File: src/rtl/qpu_exu_alu_lsuagu_if.sv
// LSU AGU bundle: dispatch, ALU adder request, ICB command/response and writeback channels.
// master = the AGU block; slave = dispatch, ALU, memory and commit around it.
interface qpu_exu_alu_lsuagu_if #(
  parameter int XLEN   = 32,
  parameter int RIDX_W = 5
);
  logic              agu_i_valid;
  logic              agu_i_ready;
  logic              agu_i_load;
  logic [XLEN-1:0]   agu_i_rs1;
  logic [XLEN-1:0]   agu_i_imm;
  logic [XLEN-1:0]   agu_i_wdata;
  logic [RIDX_W-1:0] agu_i_rdidx;

  logic              lsu_req_alu;
  logic [XLEN-1:0]   lsu_req_alu_op1;
  logic [XLEN-1:0]   lsu_req_alu_op2;
  logic [XLEN-1:0]   lsu_req_alu_res;

  logic              agu_icb_cmd_valid;
  logic              agu_icb_cmd_ready;
  logic [XLEN-1:0]   agu_icb_cmd_addr;
  logic              agu_icb_cmd_read;
  logic [XLEN-1:0]   agu_icb_cmd_wdata;
  logic              agu_icb_rsp_valid;
  logic              agu_icb_rsp_ready;
  logic [XLEN-1:0]   agu_icb_rsp_rdata;
  logic              agu_icb_rsp_err;

  logic              agu_o_valid;
  logic              agu_o_ready;
  logic              agu_o_wbck_en;
  logic [XLEN-1:0]   agu_o_wbck_wdat;
  logic [RIDX_W-1:0] agu_o_rdidx;
  logic              agu_o_err;
  logic [XLEN-1:0]   agu_o_badaddr;

  modport master (
    input  agu_i_valid, agu_i_load, agu_i_rs1, agu_i_imm, agu_i_wdata, agu_i_rdidx,
    output agu_i_ready,
    output lsu_req_alu, lsu_req_alu_op1, lsu_req_alu_op2,
    input  lsu_req_alu_res,
    output agu_icb_cmd_valid, agu_icb_cmd_addr, agu_icb_cmd_read, agu_icb_cmd_wdata,
    input  agu_icb_cmd_ready,
    input  agu_icb_rsp_valid, agu_icb_rsp_rdata, agu_icb_rsp_err,
    output agu_icb_rsp_ready,
    output agu_o_valid, agu_o_wbck_en, agu_o_wbck_wdat, agu_o_rdidx, agu_o_err, agu_o_badaddr,
    input  agu_o_ready
  );

  modport slave (
    output agu_i_valid, agu_i_load, agu_i_rs1, agu_i_imm, agu_i_wdata, agu_i_rdidx,
    input  agu_i_ready,
    input  lsu_req_alu, lsu_req_alu_op1, lsu_req_alu_op2,
    output lsu_req_alu_res,
    input  agu_icb_cmd_valid, agu_icb_cmd_addr, agu_icb_cmd_read, agu_icb_cmd_wdata,
    output agu_icb_cmd_ready,
    output agu_icb_rsp_valid, agu_icb_rsp_rdata, agu_icb_rsp_err,
    input  agu_icb_rsp_ready,
    input  agu_o_valid, agu_o_wbck_en, agu_o_wbck_wdat, agu_o_rdidx, agu_o_err, agu_o_badaddr,
    output agu_o_ready
  );
endinterface

File: src/rtl/qpu_exu_alu_lsuagu.sv
// LSU address generation and single-outstanding ICB access sequencer (IDLE -> CMD -> RSP -> WBCK).
// Latency: cmd 1 cycle after accept, writeback 3 cycles with zero-wait memory; misaligned writeback after 1.
module qpu_exu_alu_lsuagu #(
  parameter int XLEN   = 32,
  parameter int RIDX_W = 5
) (
  input logic                    clk,
  input logic                    rst,
  qpu_exu_alu_lsuagu_if.master   agu
);

  typedef enum logic [1:0] {IDLE, CMD, RSP, WBCK} state_t;

  state_t            state_q, state_d;
  logic [XLEN-1:0]   addr_q;
  logic [XLEN-1:0]   wdata_q;
  logic [XLEN-1:0]   rdata_q;
  logic [RIDX_W-1:0] rdidx_q;
  logic              load_q;
  logic              err_q;

  logic accept;
  logic misaligned;

  assign accept     = (state_q == IDLE) && agu.agu_i_valid;
  assign misaligned = |agu.lsu_req_alu_res[1:0];

  always_ff @(posedge clk or posedge rst) begin
    if (rst) begin
      state_q <= IDLE;
      addr_q  <= '0;
      wdata_q <= '0;
      rdata_q <= '0;
      rdidx_q <= '0;
      load_q  <= 1'b0;
      err_q   <= 1'b0;
    end else begin
      state_q <= state_d;
      if (accept) begin
        addr_q  <= agu.lsu_req_alu_res;
        load_q  <= agu.agu_i_load;
        wdata_q <= agu.agu_i_wdata;
        rdidx_q <= agu.agu_i_rdidx;
        err_q   <= misaligned;
        rdata_q <= '0;
      end
      // Only a clean load keeps response data; stores and faults write back zero.
      if ((state_q == RSP) && agu.agu_icb_rsp_valid) begin
        err_q   <= agu.agu_icb_rsp_err;
        rdata_q <= (load_q && !agu.agu_icb_rsp_err) ? agu.agu_icb_rsp_rdata : '0;
      end
    end
  end

  always_comb begin
    state_d               = state_q;
    agu.agu_i_ready       = 1'b0;
    agu.lsu_req_alu       = 1'b0;
    agu.lsu_req_alu_op1   = '0;
    agu.lsu_req_alu_op2   = '0;
    agu.agu_icb_cmd_valid = 1'b0;
    agu.agu_icb_rsp_ready = 1'b0;
    agu.agu_o_valid       = 1'b0;
    case (state_q)
      IDLE: begin
        agu.agu_i_ready = 1'b1;
        if (agu.agu_i_valid) begin
          agu.lsu_req_alu     = 1'b1;
          agu.lsu_req_alu_op1 = agu.agu_i_rs1;
          agu.lsu_req_alu_op2 = agu.agu_i_imm;
          state_d             = misaligned ? WBCK : CMD;
        end
      end
      CMD: begin
        agu.agu_icb_cmd_valid = 1'b1;
        if (agu.agu_icb_cmd_ready) state_d = RSP;
      end
      RSP: begin
        agu.agu_icb_rsp_ready = 1'b1;
        if (agu.agu_icb_rsp_valid) state_d = WBCK;
      end
      WBCK: begin
        agu.agu_o_valid = 1'b1;
        if (agu.agu_o_ready) state_d = IDLE;
      end
      default: state_d = IDLE;
    endcase
  end

  assign agu.agu_icb_cmd_addr  = addr_q;
  assign agu.agu_icb_cmd_read  = load_q;
  assign agu.agu_icb_cmd_wdata = wdata_q;

  assign agu.agu_o_wbck_en   = (state_q == WBCK) && load_q && !err_q;
  assign agu.agu_o_wbck_wdat = rdata_q;
  assign agu.agu_o_rdidx     = rdidx_q;
  assign agu.agu_o_err       = err_q;
  assign agu.agu_o_badaddr   = err_q ? addr_q : '0;

endmodule

File: src/flat_wrapper.sv
// flat-port wrapper written by rule: the top's interface ports become plain ports
module qpu_exu_alu_lsuagu_flat 
#(
  parameter int XLEN   = 32,
  parameter int RIDX_W = 5
)
  (clk, rst, agu_agu_i_valid, agu_agu_i_load, agu_agu_i_rs1, agu_agu_i_imm, agu_agu_i_wdata, agu_agu_i_rdidx, agu_agu_i_ready, agu_lsu_req_alu, agu_lsu_req_alu_op1, agu_lsu_req_alu_op2, agu_lsu_req_alu_res, agu_agu_icb_cmd_valid, agu_agu_icb_cmd_addr, agu_agu_icb_cmd_read, agu_agu_icb_cmd_wdata, agu_agu_icb_cmd_ready, agu_agu_icb_rsp_valid, agu_agu_icb_rsp_rdata, agu_agu_icb_rsp_err, agu_agu_icb_rsp_ready, agu_agu_o_valid, agu_agu_o_wbck_en, agu_agu_o_wbck_wdat, agu_agu_o_rdidx, agu_agu_o_err, agu_agu_o_badaddr, agu_agu_o_ready);
  qpu_exu_alu_lsuagu_if #(.XLEN(XLEN), .RIDX_W(RIDX_W)) agu_i ();
  input logic clk;
  input logic rst;
  input wire logic [$bits(agu_i.agu_i_valid)-1:0] agu_agu_i_valid;
  input wire logic [$bits(agu_i.agu_i_load)-1:0] agu_agu_i_load;
  input wire logic [$bits(agu_i.agu_i_rs1)-1:0] agu_agu_i_rs1;
  input wire logic [$bits(agu_i.agu_i_imm)-1:0] agu_agu_i_imm;
  input wire logic [$bits(agu_i.agu_i_wdata)-1:0] agu_agu_i_wdata;
  input wire logic [$bits(agu_i.agu_i_rdidx)-1:0] agu_agu_i_rdidx;
  output wire logic [$bits(agu_i.agu_i_ready)-1:0] agu_agu_i_ready;
  output wire logic [$bits(agu_i.lsu_req_alu)-1:0] agu_lsu_req_alu;
  output wire logic [$bits(agu_i.lsu_req_alu_op1)-1:0] agu_lsu_req_alu_op1;
  output wire logic [$bits(agu_i.lsu_req_alu_op2)-1:0] agu_lsu_req_alu_op2;
  input wire logic [$bits(agu_i.lsu_req_alu_res)-1:0] agu_lsu_req_alu_res;
  output wire logic [$bits(agu_i.agu_icb_cmd_valid)-1:0] agu_agu_icb_cmd_valid;
  output wire logic [$bits(agu_i.agu_icb_cmd_addr)-1:0] agu_agu_icb_cmd_addr;
  output wire logic [$bits(agu_i.agu_icb_cmd_read)-1:0] agu_agu_icb_cmd_read;
  output wire logic [$bits(agu_i.agu_icb_cmd_wdata)-1:0] agu_agu_icb_cmd_wdata;
  input wire logic [$bits(agu_i.agu_icb_cmd_ready)-1:0] agu_agu_icb_cmd_ready;
  input wire logic [$bits(agu_i.agu_icb_rsp_valid)-1:0] agu_agu_icb_rsp_valid;
  input wire logic [$bits(agu_i.agu_icb_rsp_rdata)-1:0] agu_agu_icb_rsp_rdata;
  input wire logic [$bits(agu_i.agu_icb_rsp_err)-1:0] agu_agu_icb_rsp_err;
  output wire logic [$bits(agu_i.agu_icb_rsp_ready)-1:0] agu_agu_icb_rsp_ready;
  output wire logic [$bits(agu_i.agu_o_valid)-1:0] agu_agu_o_valid;
  output wire logic [$bits(agu_i.agu_o_wbck_en)-1:0] agu_agu_o_wbck_en;
  output wire logic [$bits(agu_i.agu_o_wbck_wdat)-1:0] agu_agu_o_wbck_wdat;
  output wire logic [$bits(agu_i.agu_o_rdidx)-1:0] agu_agu_o_rdidx;
  output wire logic [$bits(agu_i.agu_o_err)-1:0] agu_agu_o_err;
  output wire logic [$bits(agu_i.agu_o_badaddr)-1:0] agu_agu_o_badaddr;
  input wire logic [$bits(agu_i.agu_o_ready)-1:0] agu_agu_o_ready;
  assign agu_i.agu_i_valid = agu_agu_i_valid;
  assign agu_i.agu_i_load = agu_agu_i_load;
  assign agu_i.agu_i_rs1 = agu_agu_i_rs1;
  assign agu_i.agu_i_imm = agu_agu_i_imm;
  assign agu_i.agu_i_wdata = agu_agu_i_wdata;
  assign agu_i.agu_i_rdidx = agu_agu_i_rdidx;
  assign agu_agu_i_ready = agu_i.agu_i_ready;
  assign agu_lsu_req_alu = agu_i.lsu_req_alu;
  assign agu_lsu_req_alu_op1 = agu_i.lsu_req_alu_op1;
  assign agu_lsu_req_alu_op2 = agu_i.lsu_req_alu_op2;
  assign agu_i.lsu_req_alu_res = agu_lsu_req_alu_res;
  assign agu_agu_icb_cmd_valid = agu_i.agu_icb_cmd_valid;
  assign agu_agu_icb_cmd_addr = agu_i.agu_icb_cmd_addr;
  assign agu_agu_icb_cmd_read = agu_i.agu_icb_cmd_read;
  assign agu_agu_icb_cmd_wdata = agu_i.agu_icb_cmd_wdata;
  assign agu_i.agu_icb_cmd_ready = agu_agu_icb_cmd_ready;
  assign agu_i.agu_icb_rsp_valid = agu_agu_icb_rsp_valid;
  assign agu_i.agu_icb_rsp_rdata = agu_agu_icb_rsp_rdata;
  assign agu_i.agu_icb_rsp_err = agu_agu_icb_rsp_err;
  assign agu_agu_icb_rsp_ready = agu_i.agu_icb_rsp_ready;
  assign agu_agu_o_valid = agu_i.agu_o_valid;
  assign agu_agu_o_wbck_en = agu_i.agu_o_wbck_en;
  assign agu_agu_o_wbck_wdat = agu_i.agu_o_wbck_wdat;
  assign agu_agu_o_rdidx = agu_i.agu_o_rdidx;
  assign agu_agu_o_err = agu_i.agu_o_err;
  assign agu_agu_o_badaddr = agu_i.agu_o_badaddr;
  assign agu_i.agu_o_ready = agu_agu_o_ready;
  qpu_exu_alu_lsuagu #(.XLEN(XLEN), .RIDX_W(RIDX_W)) u_core (.clk(clk), .rst(rst), .agu(agu_i));
endmodule
File: config.mk
export PLATFORM = sky130hd
export DESIGN_NAME = qpu_exu_alu_lsuagu_flat
export DESIGN_NICKNAME = d
export VERILOG_FILES = /design/src/rtl/qpu_exu_alu_lsuagu_if.sv /design/src/rtl/qpu_exu_alu_lsuagu.sv /design/src/flat_wrapper.sv
export SDC_FILE = /design/constraint.sdc
export NUM_CORES = 1
export LEC_CHECK = 0
export BUFFER_PORTS_ARGS = -buffer_cell sky130_fd_sc_hd__clkbuf_2
export CAP_MARGIN = 20
export CORE_AREA = 3 3 146 148
export CTS_CLUSTER_DIAMETER = 120
export DETAILED_ROUTE_END_ITERATION = 8
export DIE_AREA = 0 0 149 151
export PLACE_DENSITY = 0.58
export SLEW_MARGIN = 20
export SYNTH_ARGS = -nofsm -noshare
export SYNTH_HDL_FRONTEND = slang
export SYNTH_SLANG_ARGS = --single-unit
File: constraint.sdc
create_clock -name clk -period 3.5 [get_ports clk]
set_input_delay 0.525 -clock clk [delete_from_list [all_inputs] [get_ports clk]]
set_output_delay 0.525 -clock clk [all_outputs]
set_load 0.005 [all_outputs]
### Word-level counts from Yosys, hierarchy flattened

Cells that the tools add are included.

* $add $sub $neg: 0
* multipliers: 0
* divide/modulo/power cells: 0
* magnitude comparators: 0
* equality and inequality tests: 7
* shift-type cells: 0
* multiplexer cells: 22
* bitwise operators: 0
* reduce and logical (&&, ||, !) cells: 11

Operators with widths (number)
* 32-bit 2-to-1 mux: 8
* 2-bit 2-to-1 mux: 5
* 1-bit 2-to-1 mux: 8
* 2-bit != test (second input constant): 4
* 2-bit one-hot mux with 4 select lines: 1
* 1-bit logical AND: 5
* 2-bit equality test (second input constant): 2
* 4-bit AND reduction: 1
* 2-bit by 1-bit equality test with 1-bit output (second input constant): 1
* 1-bit logical NOT: 2
* 2-bit logical NOT: 1
* 2-bit nonzero test: 1
* 2-bit OR reduction: 1

* flip-flop bits (word level): 105
* bits in latches: 0
* memory bits (writable): 0
* bits in read-only memories: 0
* input port bits: 173
* logic and storage cells: 47
* memories: 0

### Depth between registers and ports, before layout

* depth after elaboration: 4
* gate-level depth with buffers: 7
* gate-level depth less buffers: 5

### Worst setup path after synthesis

OpenSTA, ideal clock, no wires.

* path type: register to output
* start point: register u_core.state_q[0]
* end point: output port agu_lsu_req_alu_op1[10]
* data arrival time: 1348 ps
* required time: 2975 ps
* slack: 1627 ps
* cell stages (with the launch flop): 6
* path buffers: 2
* cell sequence: dfrtp_1 inv_1 ha_1 clkbuf_1 clkbuf_1 and3_1

* cells in the longest elaborated chain, start to end: 2

RTL lines
* from (decl): line qpu_exu_alu_lsuagu.sv:14 `state_t state_q, state_d;`
* from (signal assigned): line qpu_exu_alu_lsuagu.sv:38 `state_q <= state_d;`
* 2-bit logical NOT: line qpu_exu_alu_lsuagu.sv:64 `case (state_q)`
* 32-bit 2-to-1 mux: line qpu_exu_alu_lsuagu.sv:64
* to (decl): line flat_wrapper.sv:19 `output wire logic [$bits(agu_i.lsu_req_alu_op1)-1:0] agu_lsu_req_alu_op1;`

Every way passes these cells.

### Worst setup path after layout

* start point: register u_core.state_q[0]
* end point: output port agu_lsu_req_alu_op2[1]

* cells in the longest elaborated chain, start to end: 2

RTL lines
* 2-bit logical NOT: line qpu_exu_alu_lsuagu.sv:64
* 32-bit 2-to-1 mux: line qpu_exu_alu_lsuagu.sv:64
* to (decl): line flat_wrapper.sv:20 `output wire logic [$bits(agu_i.lsu_req_alu_op2)-1:0] agu_lsu_req_alu_op2;`

Every way passes these cells.

==> summary.md <==
| Metric | Value |
|---|---|
| DR WL/cell | 15.4 um |
| Crit path capture type | output pin |
| Fillcell total | 2,053 |
| FF+latch count, synth | 105 |
| Final Max Tran Viols | 0 |
| Peak supply drop | 332 uV |
| Clk_lat worst skew | 0.35 ns |
| Antenna diodes | 0 |
| Grt ovf | 0 |
| Critical R2R Capture | u_core.state_q[1] |
| Final wirelength | 15,400 um |
| Pin count of the biggest net entering global routing | 68 |
| Syn Nets | 540 |
| Final hold vios | 0 |
| Max-cap check violation count | 0 |
| Area delta synth->final | 50.0% |
| Global Route Usage Sum | 12.9% |
| Via Count | 4,220 |
| Antenna Nets Post-Route | 0 |
| Mapped Avg Cell Area | 13.1 um^2 |
| Yosys warning count | 0 |
| Worst setup startpoint | u_core.state_q[0] |
| Die Area | 22,500 um^2 |
| FF-to-FF Start | u_core.state_q[1] |
| # port buffers | 377 |
| GP Congestion | 0.809 |
| Synthesized cell area | 4740 um^2 |
| Post-CTS Hold Buffers | 0 |
| Initial drt markers | 147 |
| Clk sinks | 105 |
| Synth Instances | 362 |
| Via/cell ratio | 4.22 |
| CTS Buf Count | 9 |
| Fin crit share | 71.3% |
| CTS H-Tree Depth | 3 |
| DRC Markers | 0 |
| Least-Margin Pin Slew | 0.993 ns |
| Final HPWL from detailed placement | 12,100 um |
| Root buffer cell | clkbuf_16 |
| CTS tree | done |
| Max Fclk | 0.401 GHz |
| Vias in the first global route | 4,113 |
| Data arrival, critical path | 1.97 ns |
| Worst-path clk slew | 0.07 ns |
| Post-CTS setup buffers | 0 |
| Count of nets after finishing | 903 |
| CTS resizes | 0 |
| Endpoints failing setup | 0 |
| Worst setup SP type | flop |
| Core area | 20,200 um^2 |
| Rel. slew slack | 33.8% |
| Initial Util | 23.5% |
| Final Skew | 0.00892 ns |
| Seq/Total Area, Yosys | 55.5% |
| FF-to-FF setup slack | 1.40 ns |
| Antenna violations before repair | 0 |
| Critical path type | reg2out |
| Post-synth cell types | 22 |
| Detailed Routing Iterations Pass 1 | 4 |
| R2R cell count | 6 |
| Tightest Hold Check Type | in2async |
| CTS max path bufs | 2 |
| Largest fanout on the critical path | 67 |
| Share of layout cells above drive strength 1 | 65.1% |
| Data required time of the worst path | 2.97 ns |
| Die X | 149 um |
| P per Cell Area | 773 nW/um^2 |
| Final Non-Filler Cells | 1,000 |
| Inst Count DP | 984 |
| Chip height | 151 um |
| TNS Setup | 0 ns |
| Crit path to | agu_lsu_req_alu_op2[1] |
| Post-layout minimum cycle time | 2.50 ns |
| FP Rows | 52 |
| First-pass GRT wire length | 22,700 um |
| Status | complete, no violations |
| Num ports | 378 |
| Pleak | 4.05 nW |
| RSZ-0062 raised after global routing | no |
==> Yosys cell counts <==
library cell  count  area, um^2
nand2_1           1        3.75
a21oi_4           1        16.3
inv_1             4        15.0
a21oi_1           2        10.0
buf_2             1        5.00
and4b_1           1        10.0
mux2i_1           1        10.0
and3_1           64         400
a221oi_1          1        8.76
dfrtp_1         105        2630
nor2_1            4        15.0
clkbuf_1         17        63.8
a31o_2            1        8.76
mux2_1            1        11.3
nor2b_1           3        18.8
a22o_1           32         280
a2111oi_4         1        27.5
buf_6            11         124
ha_1              5        62.6
mux2_2           70         788
and2_1           33         206
buf_4             3        22.5
==> layout by cell type (no fill, tap or decap) <==
master | synthesis | routed
mux2_1 | 1 | 1
mux2i_1 | 1 | 1
a21oi_4 | 1 | 1
ha_1 | 5 | 5
and2_4 | 0 | 1
and3_1 | 64 | 64
clkbuf_16 | 0 | 9
nor2b_1 | 3 | 3
clkbuf_8 | 0 | 1
clkbuf_2 | 0 | 377
a22o_1 | 32 | 32
inv_1 | 4 | 3
and4b_1 | 1 | 1
dfrtp_1 | 105 | 105
a2111oi_4 | 1 | 1
a221oi_1 | 1 | 1
nand2_1 | 1 | 1
and2_1 | 33 | 32
a21oi_1 | 2 | 2
a31o_2 | 1 | 1
clkinv_2 | 0 | 1
clkinv_4 | 0 | 1
buf_4 | 3 | 6
mux2_2 | 70 | 70
inv_8 | 0 | 2
inv_4 | 0 | 1
clkinvlp_4 | 0 | 2
nor2_1 | 4 | 4
buf_12 | 0 | 1
==> area by class of cell <==
type / instances / area (um^2) / area share, %
clock inverters: 6 / 51.3 / 0.722
well taps: 270 / 338 / 4.75
repair buffers: 384 / 1950 / 27.5
clock buffers: 10 / 239 / 3.36
multi-input cells: 221 / 1880 / 26.5
flip-flops and latches: 105 / 2630 / 37.0
inverters: 4 / 17.5 / 0.247
==> cell families after synthesis <==
family / after synthesis / synth area share, %
compound gates: 38 / 7.42
mux: 72 / 17.1
fa+ha+maj: 5 / 1.32
flops: 105 / 55.5
buf+inv: 36 / 4.86
simple gates: 106 / 13.8
==> per-layer routing <==
metal | global-route usage [%] | up-vias | part of all wire, %
li1 | - | 2020 | -
met4 | 2.84 | 0 | 0.92
met5 | 0 | - | 0
met2 | 21.7 | 194 | 49
met1 | 15.9 | 1994 | 40
met3 | 4.58 | 12 | 9.5
==> critical path: stages (launching register included) <==
cell and delay (ns):
dfrtp_1 0.40, inv_1 0.13, ha_1 0.23, buf_4 0.44, and3_1 0.28, clkbuf_2 0.13
==> where the power goes <==
| part | switching (mW) | internal (mW) | total (mW) | leakage [nW] |
|---|---|---|---|---|
| clock network | 0.470 | 0.512 | 0.983 | 0.139 |
| logic | 1.04 | 1.32 | 2.36 | 2.61 |
| registers | 0.390 | 1.77 | 2.16 | 1.30 |
| total | 1.90 | 3.60 | 5.49 | 4.05 |
==> worst min-delay path by stage <==
| stage | start | endpoint | slack, ns | cells after the start |
|---|---|---|---|---|
| floorplan | u_core.agu.agu_o_wbck_wdat[0] | u_core.agu.agu_o_wbck_wdat[0] | 0.49 | 1 |
| global placement | u_core.agu.agu_o_wbck_wdat[29] | u_core.agu.agu_o_wbck_wdat[29] | 0.48 | 1 |
| detailed placement | u_core.agu.agu_o_wbck_wdat[26] | u_core.agu.agu_o_wbck_wdat[26] | 0.48 | 1 |
| CTS | rst | u_core.agu.agu_o_wbck_wdat[24] | 0.32 | 2 |
| global route | rst | u_core.agu.agu_o_wbck_wdat[20] | 0.34 | 2 |
| finish | rst | u_core.agu.agu_o_wbck_wdat[24] | 0.28 | 2 |
==> sequential cells by signal, summed over array words and instances (netlist names) <==
register	cells
u_core.agu.agu_o_err	1
u_core.agu.agu_icb_cmd_read	1
u_core.agu.agu_o_wbck_wdat	32
u_core.agu.agu_icb_cmd_wdata	32
u_core.state_q	2
u_core.agu.agu_icb_cmd_addr	32
u_core.agu.agu_o_rdidx	5
==> stage by stage <==
| stage | setup slack [ns] | util, % | area, um^2 | power (mW) | hold WS, ns |
|---|---|---|---|---|---|
| after floorplan | 0.214 | - | 4740 | 3.40 | 0.489 |
| after global placement | 1.24 | 33.8 | 6820 | 4.55 | 0.482 |
| after detailed placement | 1.21 | 33.8 | 6820 | 4.58 | 0.484 |
| after CTS | 1.00 | 35.2 | 7110 | 5.60 | 0.317 |
| after global routing | 0.883 | 35.2 | 7110 | 5.92 | 0.343 |
| final | 1.00 | 35.2 | 7110 | 5.49 | 0.285 |
(Power assumes the default switching activity.)
